`config.mk`:
```
export PLATFORM = sky130hd
export DESIGN_NAME = clkdiv_ctrl
export DESIGN_NICKNAME = d
export VERILOG_FILES = /design/src/rtl/clkdiv_pkg.sv /design/src/rtl/clkdiv_counter.sv /design/src/rtl/clkdiv_ctrl.sv
export SDC_FILE = /design/constraint.sdc
export NUM_CORES = 1
export LEC_CHECK = 0
export CAP_MARGIN = 25
export CORE_UTILIZATION = 40
export CTS_BUF_LIST = sky130_fd_sc_hd__clkbuf_4
export CTS_CLUSTER_DIAMETER = 100
export DETAILED_ROUTE_END_ITERATION = 16
export SLEW_MARGIN = 20
export SYNTH_ARGS = -nofsm -noshare
export SYNTH_HDL_FRONTEND = slang
export SYNTH_SLANG_ARGS = --single-unit
export TNS_END_PERCENT = 30
```
`constraint.sdc`:
```
create_clock -name clk -period 3.7 [get_ports clk]
set_input_delay 0.74 -clock clk [delete_from_list [all_inputs] [get_ports clk]]
set_output_delay 0.74 -clock clk [all_outputs]
set_load 0.02 [all_outputs]
```
`src/rtl/clkdiv_pkg.sv`:
```
// clkdiv_pkg: shared types and constants for the clock-divider controller.
// Optional feature macro used by clkdiv_ctrl: CLKDIV_CNT_EN (tick counter output).
package clkdiv_pkg;

  typedef enum logic [1:0] {
    IDLE     = 2'd0,
    RUN      = 2'd1,
    PEND     = 2'd2,
    STOPPING = 2'd3
  } state_e;

  // Smallest legal half-period; a requested 0 is stored as this.
  localparam int unsigned DIV_MIN    = 1;
  localparam int unsigned TICK_CNT_W = 16;

  // A new divisor can be taken only when nothing is queued and no stop is in progress.
  function automatic logic cfg_ready_of(input state_e s);
    return (s == IDLE) || (s == RUN);
  endfunction

endpackage

```
`src/rtl/clkdiv_counter.sv`:
```
// clkdiv_counter: half-period counter running 0..div-1; wrap flags the last cycle.
module clkdiv_counter #(
  parameter int W = 16
) (
  input  logic         clk,
  input  logic         rst_n,
  input  logic         clear,
  input  logic [W-1:0] div,
  output logic [W-1:0] cnt,
  output logic         wrap
);

  logic [W-1:0] cnt_q;
  logic [W-1:0] cnt_d;

  // div is never 0, so div-1 cannot underflow.
  assign wrap = (cnt_q == (div - W'(1)));
  assign cnt  = cnt_q;

  // Next count: clear wins, otherwise wrap to 0 at the end of the half period.
  always_comb begin
    cnt_d = cnt_q + W'(1);
    if (clear || wrap) begin
      cnt_d = '0;
    end
  end

  // Count register.
  always_ff @(posedge clk or negedge rst_n) begin
    if (!rst_n) begin
      cnt_q <= '0;
    end else begin
      cnt_q <= cnt_d;
    end
  end

endmodule

```
`src/rtl/clkdiv_ctrl.sv`:
```
// clkdiv_ctrl: programmable clock divider with glitch-free divisor change and stop.
// Optional macro CLKDIV_CNT_EN adds the tick_cnt output (count of tick pulses).
module clkdiv_ctrl
  import clkdiv_pkg::*;
#(
  parameter int W = 16
) (
  input  logic         clk,
  input  logic         rst_n,
  input  logic         cfg_valid,
  input  logic [W-1:0] cfg_div,
  output logic         cfg_ready,
  input  logic         start,
  input  logic         stop,
  output logic         pclk,
  output logic         tick,
  output logic         busy
`ifdef CLKDIV_CNT_EN
  ,
  output logic [TICK_CNT_W-1:0] tick_cnt
`endif
);

  state_e       state_q, state_d;
  logic [W-1:0] div_q, div_d;
  logic [W-1:0] div_nxt_q, div_nxt_d;
  logic         pclk_q, pclk_d;
  logic         tick_q, tick_d;
  logic         busy_q, busy_d;
  logic [W-1:0] div_clamped;
  logic [W-1:0] cnt;
  logic         wrap;
  logic         cfg_acc;
  logic         start_acc;
  logic         cnt_clear;

  assign cfg_ready   = cfg_ready_of(state_q);
  assign cfg_acc     = cfg_valid && cfg_ready;
  assign div_clamped = (cfg_div == '0) ? W'(DIV_MIN) : cfg_div;
  // stop beats start when both arrive in IDLE.
  assign start_acc   = (state_q == IDLE) && start && !stop;
  // Counter restarts from 0 on every start and sits at 0 while idle.
  assign cnt_clear   = start_acc || (state_d == IDLE);

  clkdiv_counter #(.W(W)) u_counter (
    .clk   (clk),
    .rst_n (rst_n),
    .clear (cnt_clear),
    .div   (div_q),
    .cnt   (cnt),
    .wrap  (wrap)
  );

  // Next-state, divisor and divided-clock decode.
  always_comb begin
    state_d   = state_q;
    div_d     = div_q;
    div_nxt_d = div_nxt_q;
    pclk_d    = pclk_q;
    tick_d    = 1'b0;
    case (state_q)
      IDLE: begin
        pclk_d = 1'b0;
        if (cfg_acc) div_d = div_clamped;
        if (start_acc) state_d = RUN;
      end
      RUN, PEND: begin
        if (stop) begin
          // Low phase can end at once; a high phase must run to completion.
          if (!pclk_q) begin
            state_d = IDLE;
          end else if (wrap) begin
            pclk_d  = 1'b0;
            state_d = IDLE;
          end else begin
            state_d = STOPPING;
          end
        end else begin
          if (wrap) begin
            pclk_d = !pclk_q;
            tick_d = !pclk_q;
            // Swap divisors only at the falling toggle so no phase is cut short.
            if (state_q == PEND && pclk_q) begin
              div_d   = div_nxt_q;
              state_d = RUN;
            end
          end
          if (cfg_acc) begin
            div_nxt_d = div_clamped;
            state_d   = PEND;
          end
        end
      end
      STOPPING: begin
        if (wrap) begin
          pclk_d  = 1'b0;
          state_d = IDLE;
        end
      end
      default: state_d = IDLE;
    endcase
    busy_d = (state_d != IDLE);
  end

  // State and output registers.
  always_ff @(posedge clk or negedge rst_n) begin
    if (!rst_n) begin
      state_q   <= IDLE;
      div_q     <= W'(DIV_MIN);
      div_nxt_q <= W'(DIV_MIN);
      pclk_q    <= 1'b0;
      tick_q    <= 1'b0;
      busy_q    <= 1'b0;
    end else begin
      state_q   <= state_d;
      div_q     <= div_d;
      div_nxt_q <= div_nxt_d;
      pclk_q    <= pclk_d;
      tick_q    <= tick_d;
      busy_q    <= busy_d;
    end
  end

  assign pclk = pclk_q;
  assign tick = tick_q;
  assign busy = busy_q;

  // The count always stays below the active divisor.
  cnt_in_range: assert property (@(posedge clk) disable iff (!rst_n) cnt < div_q);

`ifdef CLKDIV_CNT_EN
  logic [TICK_CNT_W-1:0] tick_cnt_q, tick_cnt_d;

  // Tick counter: cleared by an accepted start, wraps naturally.
  always_comb begin
    tick_cnt_d = tick_cnt_q;
    if (start_acc) begin
      tick_cnt_d = '0;
    end else if (tick_q) begin
      tick_cnt_d = tick_cnt_q + TICK_CNT_W'(1);
    end
  end

  // Tick counter register.
  always_ff @(posedge clk or negedge rst_n) begin
    if (!rst_n) begin
      tick_cnt_q <= '0;
    end else begin
      tick_cnt_q <= tick_cnt_d;
    end
  end

  assign tick_cnt = tick_cnt_q;
`endif

endmodule

```
==> impl_metrics.env <==
export IMPL_r2r_start="div_q[1]$_DFFE_PN0P_"
export IMPL_postLayoutCellArea_mm2=0.00367
export IMPL_antenna_left=0
export IMPL_crit_buf_inv=1
export IMPL_dr_total_vias=2391
export IMPL_p_leak_nw=1.54
export IMPL_area_growth_pct=12.2
export IMPL_die_h_um=92.4
export IMPL_synth_async_reset_ratio=1.00
export IMPL_drv_cap=0
export IMPL_drc=0
export IMPL_syn_inst=316
export IMPL_clock_sink_count=53
export IMPL_clk_latency_ps=380
export IMPL_post_route_util=0.470
export IMPL_crit_required_ps=3980
export IMPL_layout_nets=369
export IMPL_fmax_mhz=302
export IMPL_finalHoldViolations=0
export IMPL_period_needed_ps=3310
export IMPL_firstDrtPassIters=4
export IMPL_slew_headroom=0.341
export IMPL_root_buffer="clkbuf_4"
export IMPL_ff2ff_path_depth=10
export IMPL_ys_types=60
export IMPL_syn_area_mm2=0.00327
export IMPL_track_usage=0.168
export IMPL_timing_rr_end="div_q[9]$_DFFE_PN0P_"
export IMPL_path_cells="inv_1 > ha_1 > or4b_4 > o31a_1 > o21ai_0 > a21oi_2 > o211ai_2 > nor2_2 > o21ai_2 > mux2_2"
export IMPL_power_mw=2.82
export IMPL_routedWlPerCell_um=14.6
export IMPL_rsz0062_at_grt="no"
export IMPL_post_cts_repair_setup_buffers=0
export IMPL_yosysSeqAreaShare=0.407
export IMPL_ys_warnings_count=0
export IMPL_rows=32
export IMPL_fp_coreArea_mm2=0.00781
export IMPL_arrival_ps=3590
export IMPL_io_pin_count=25
export IMPL_cts_buffers=5
export IMPL_avgSynthCellArea_um2=10.3
export IMPL_syn_num_nets=344
export IMPL_n_antenna_cell=0
export IMPL_hold_path_class="input pin to asynchronous set/reset pin"
export IMPL_cp_top_family="compound AO/OA/AOI/OAI gates"
export IMPL_grt_pass1_wl_mm=11.3
export IMPL_cts_clk_slew_worst_paths_ps=170
export IMPL_start_util=0.418
export IMPL_port_buffers=24
export IMPL_slowest_delay_ps=760
export IMPL_vdd_ir_drop_max_v=0.000350
export IMPL_antenna_found_initial=0
export IMPL_synth_edff_count=0
export IMPL_overflow=0
export IMPL_worstMarginPinSlew_ps=988
export IMPL_cp_max_fo=16
export IMPL_worstSetupEndpointType="register"
export IMPL_grt_max_degree=28
export IMPL_ctsHoldBuffers=0
export IMPL_fp_dieW_um=92.4
export IMPL_dpl_cell_area_mm2=0.00361
export IMPL_placedCellCount=436
export IMPL_die_area_mm2=0.00853
export IMPL_ys_seq_elements=53
export IMPL_synthFlopType="dfrtp_1"
export IMPL_tns_ps=0
export IMPL_cp_depth=10
export IMPL_powerDensity_mw_per_mm2=770
export IMPL_cts_buffer_depth=2
export IMPL_crit_type="register to register"
export IMPL_place_gp_congestion=0.809
export IMPL_grt_pass1_vias=2249
export IMPL_fillers=772
export IMPL_dp_hpwl_mm=4.84
export IMPL_run_status="completed"
export IMPL_cts_tree="built"
export IMPL_drtIter0Drc=192
export IMPL_htreeDepth=2
export IMPL_r2r_slack_ps=390
export IMPL_drive_above_1_share=0.190
export IMPL_vias_per_cell=5.39
export IMPL_wl_mm=6.47
export IMPL_critPathLaunchType="register"
export IMPL_slowest_stage="o21ai_2"
export IMPL_cts_resized=0
export IMPL_finClkSkew_ps=18.2
export IMPL_timing_final_crit_share=0.895
export IMPL_drv_slew=0
export IMPL_finalSetupViolations=0
export IMPL_fin_cells=444
final cells by class:
| class | count | area [µm²] | share of cell area |
|---|---|---|---|
| Clock buffer | 5 | 37.5 | 0.0102 |
| Clock inverter | 3 | 21.3 | 0.00580 |
| Inverter | 11 | 41.3 | 0.0113 |
| Multi-Input combinational cell | 239 | 1820 | 0.497 |
| Sequential cell | 53 | 1330 | 0.362 |
| Tap cell | 102 | 128 | 0.0348 |
| Timing Repair Buffer | 31 | 288 | 0.0785 |
through the flow:
step,setup WS (ps),hold slack [ps]
2_1_floorplan,627,444
3_3_place_gp,454,484
3_5_place_dp,409,491
4_1_cts,384,353
5_1_grt,89.0,359
6_report,388,332
cells in the mapped netlist, types with 2 or more instances:
master	count	area, µm²
nor3_1	2	10.0
xnor2_1	12	105
nor2b_1	2	12.5
nor4_1	9	56.3
or3_1	4	25.0
o211ai_1	2	15.0
mux2_2	31	349
a41oi_1	2	17.5
nand4_1	5	31.3
and3_1	5	31.3
nor3b_1	2	15.0
a21oi_1	10	50.1
a211oi_1	2	15.0
nand3b_1	2	15.0
xor2_1	18	158
dfrtp_1	51	1280
or2_2	3	18.8
mux2_1	2	22.5
dfstp_2	2	52.6
o21ai_0	6	30.0
a311o_1	2	20.0
nor2_1	31	116
nand3_1	13	65.1
buf_2	3	15.0
a31oi_1	5	31.3
ha_1	7	87.6
buf_6	3	33.8
and2_1	2	12.5
mux2i_1	7	70.1
a22oi_1	4	30.0
buf_1	2	7.51
mux2_4	5	75.1
clkbuf_1	5	18.8
nand2b_1	5	31.3
nand2_1	13	48.8
and4_1	3	26.3
inv_1	11	41.3
power by group:
part	switching (mW)	internal [mW]	total (mW)	leakage, nW
Clock	0.191	0.0762	0.267	0.0332
Sequential	0.247	0.796	1.04	0.667
Combinational	0.732	0.782	1.51	0.840
worst register-to-register path, stage by stage (launching register included):
cell	delay, ps
dfrtp_1	450
inv_1	90
ha_1	150
or4b_4	470
o31a_1	320
o21ai_0	210
a21oi_2	90
o211ai_2	190
nor2_2	60
o21ai_2	760
mux2_2	420
cells in the final DEF (no fill, tap or decap), types with 9 or more instances in the layout:
cell,n
mux2_2,31
nand3_1,13
a21oi_1,10
dfrtp_1,51
clkdlybuf4s50_1,23
xnor2_1,12
nand2_1,13
inv_1,11
nor4_1,9
xor2_1,18
nor2_1,31
how the worst max path moves through the flow:
stage                         start               endpoint  slack (ps)
6_report       div_q[1]$_DFFE_PN0P_   div_q[9]$_DFFE_PN0P_         390
2_1_floorplan  div_q[1]$_DFFE_PN0P_  div_q[10]$_DFFE_PN0P_         630
3_5_place_dp   div_q[1]$_DFFE_PN0P_   div_q[4]$_DFFE_PN0P_         410
4_1_cts        div_q[1]$_DFFE_PN0P_   div_q[9]$_DFFE_PN0P_         380
5_1_grt        div_q[1]$_DFFE_PN0P_   div_q[9]$_DFFE_PN0P_          90
3_3_place_gp   div_q[1]$_DFFE_PN0P_   div_q[4]$_DFFE_PN0P_         450
registers in the layout, indices dropped and copies added (netlist names):
| register | flops |
|---|---|
| tick | 1 |
| pclk | 1 |
| div_nxt_q | 16 |
| u_counter.cnt | 16 |
| state_q | 2 |
| busy | 1 |
| div_q | 16 |
metal layers:
metal  vias up  track usage  wire length [µm]
met5         -            0                 0
met3         8       0.0296               207
met1      1142        0.256              3420
met4         0       0.0430                61
met2        40        0.244              2780
li1       1201            -                 -
cells by family after synthesis:
kind of cell / Yosys count / synth area share
AO/OA/AOI/OAI: 48 / 0.106
XOR/XNOR: 31 / 0.0873
adder cells (fa/ha/maj): 7 / 0.0268
buffers and inverters: 24 / 0.0356
flip-flops: 53 / 0.407
multiplexers: 45 / 0.158
AND/OR/NAND/NOR: 108 / 0.180
Power figures use the tool's default switching activity.
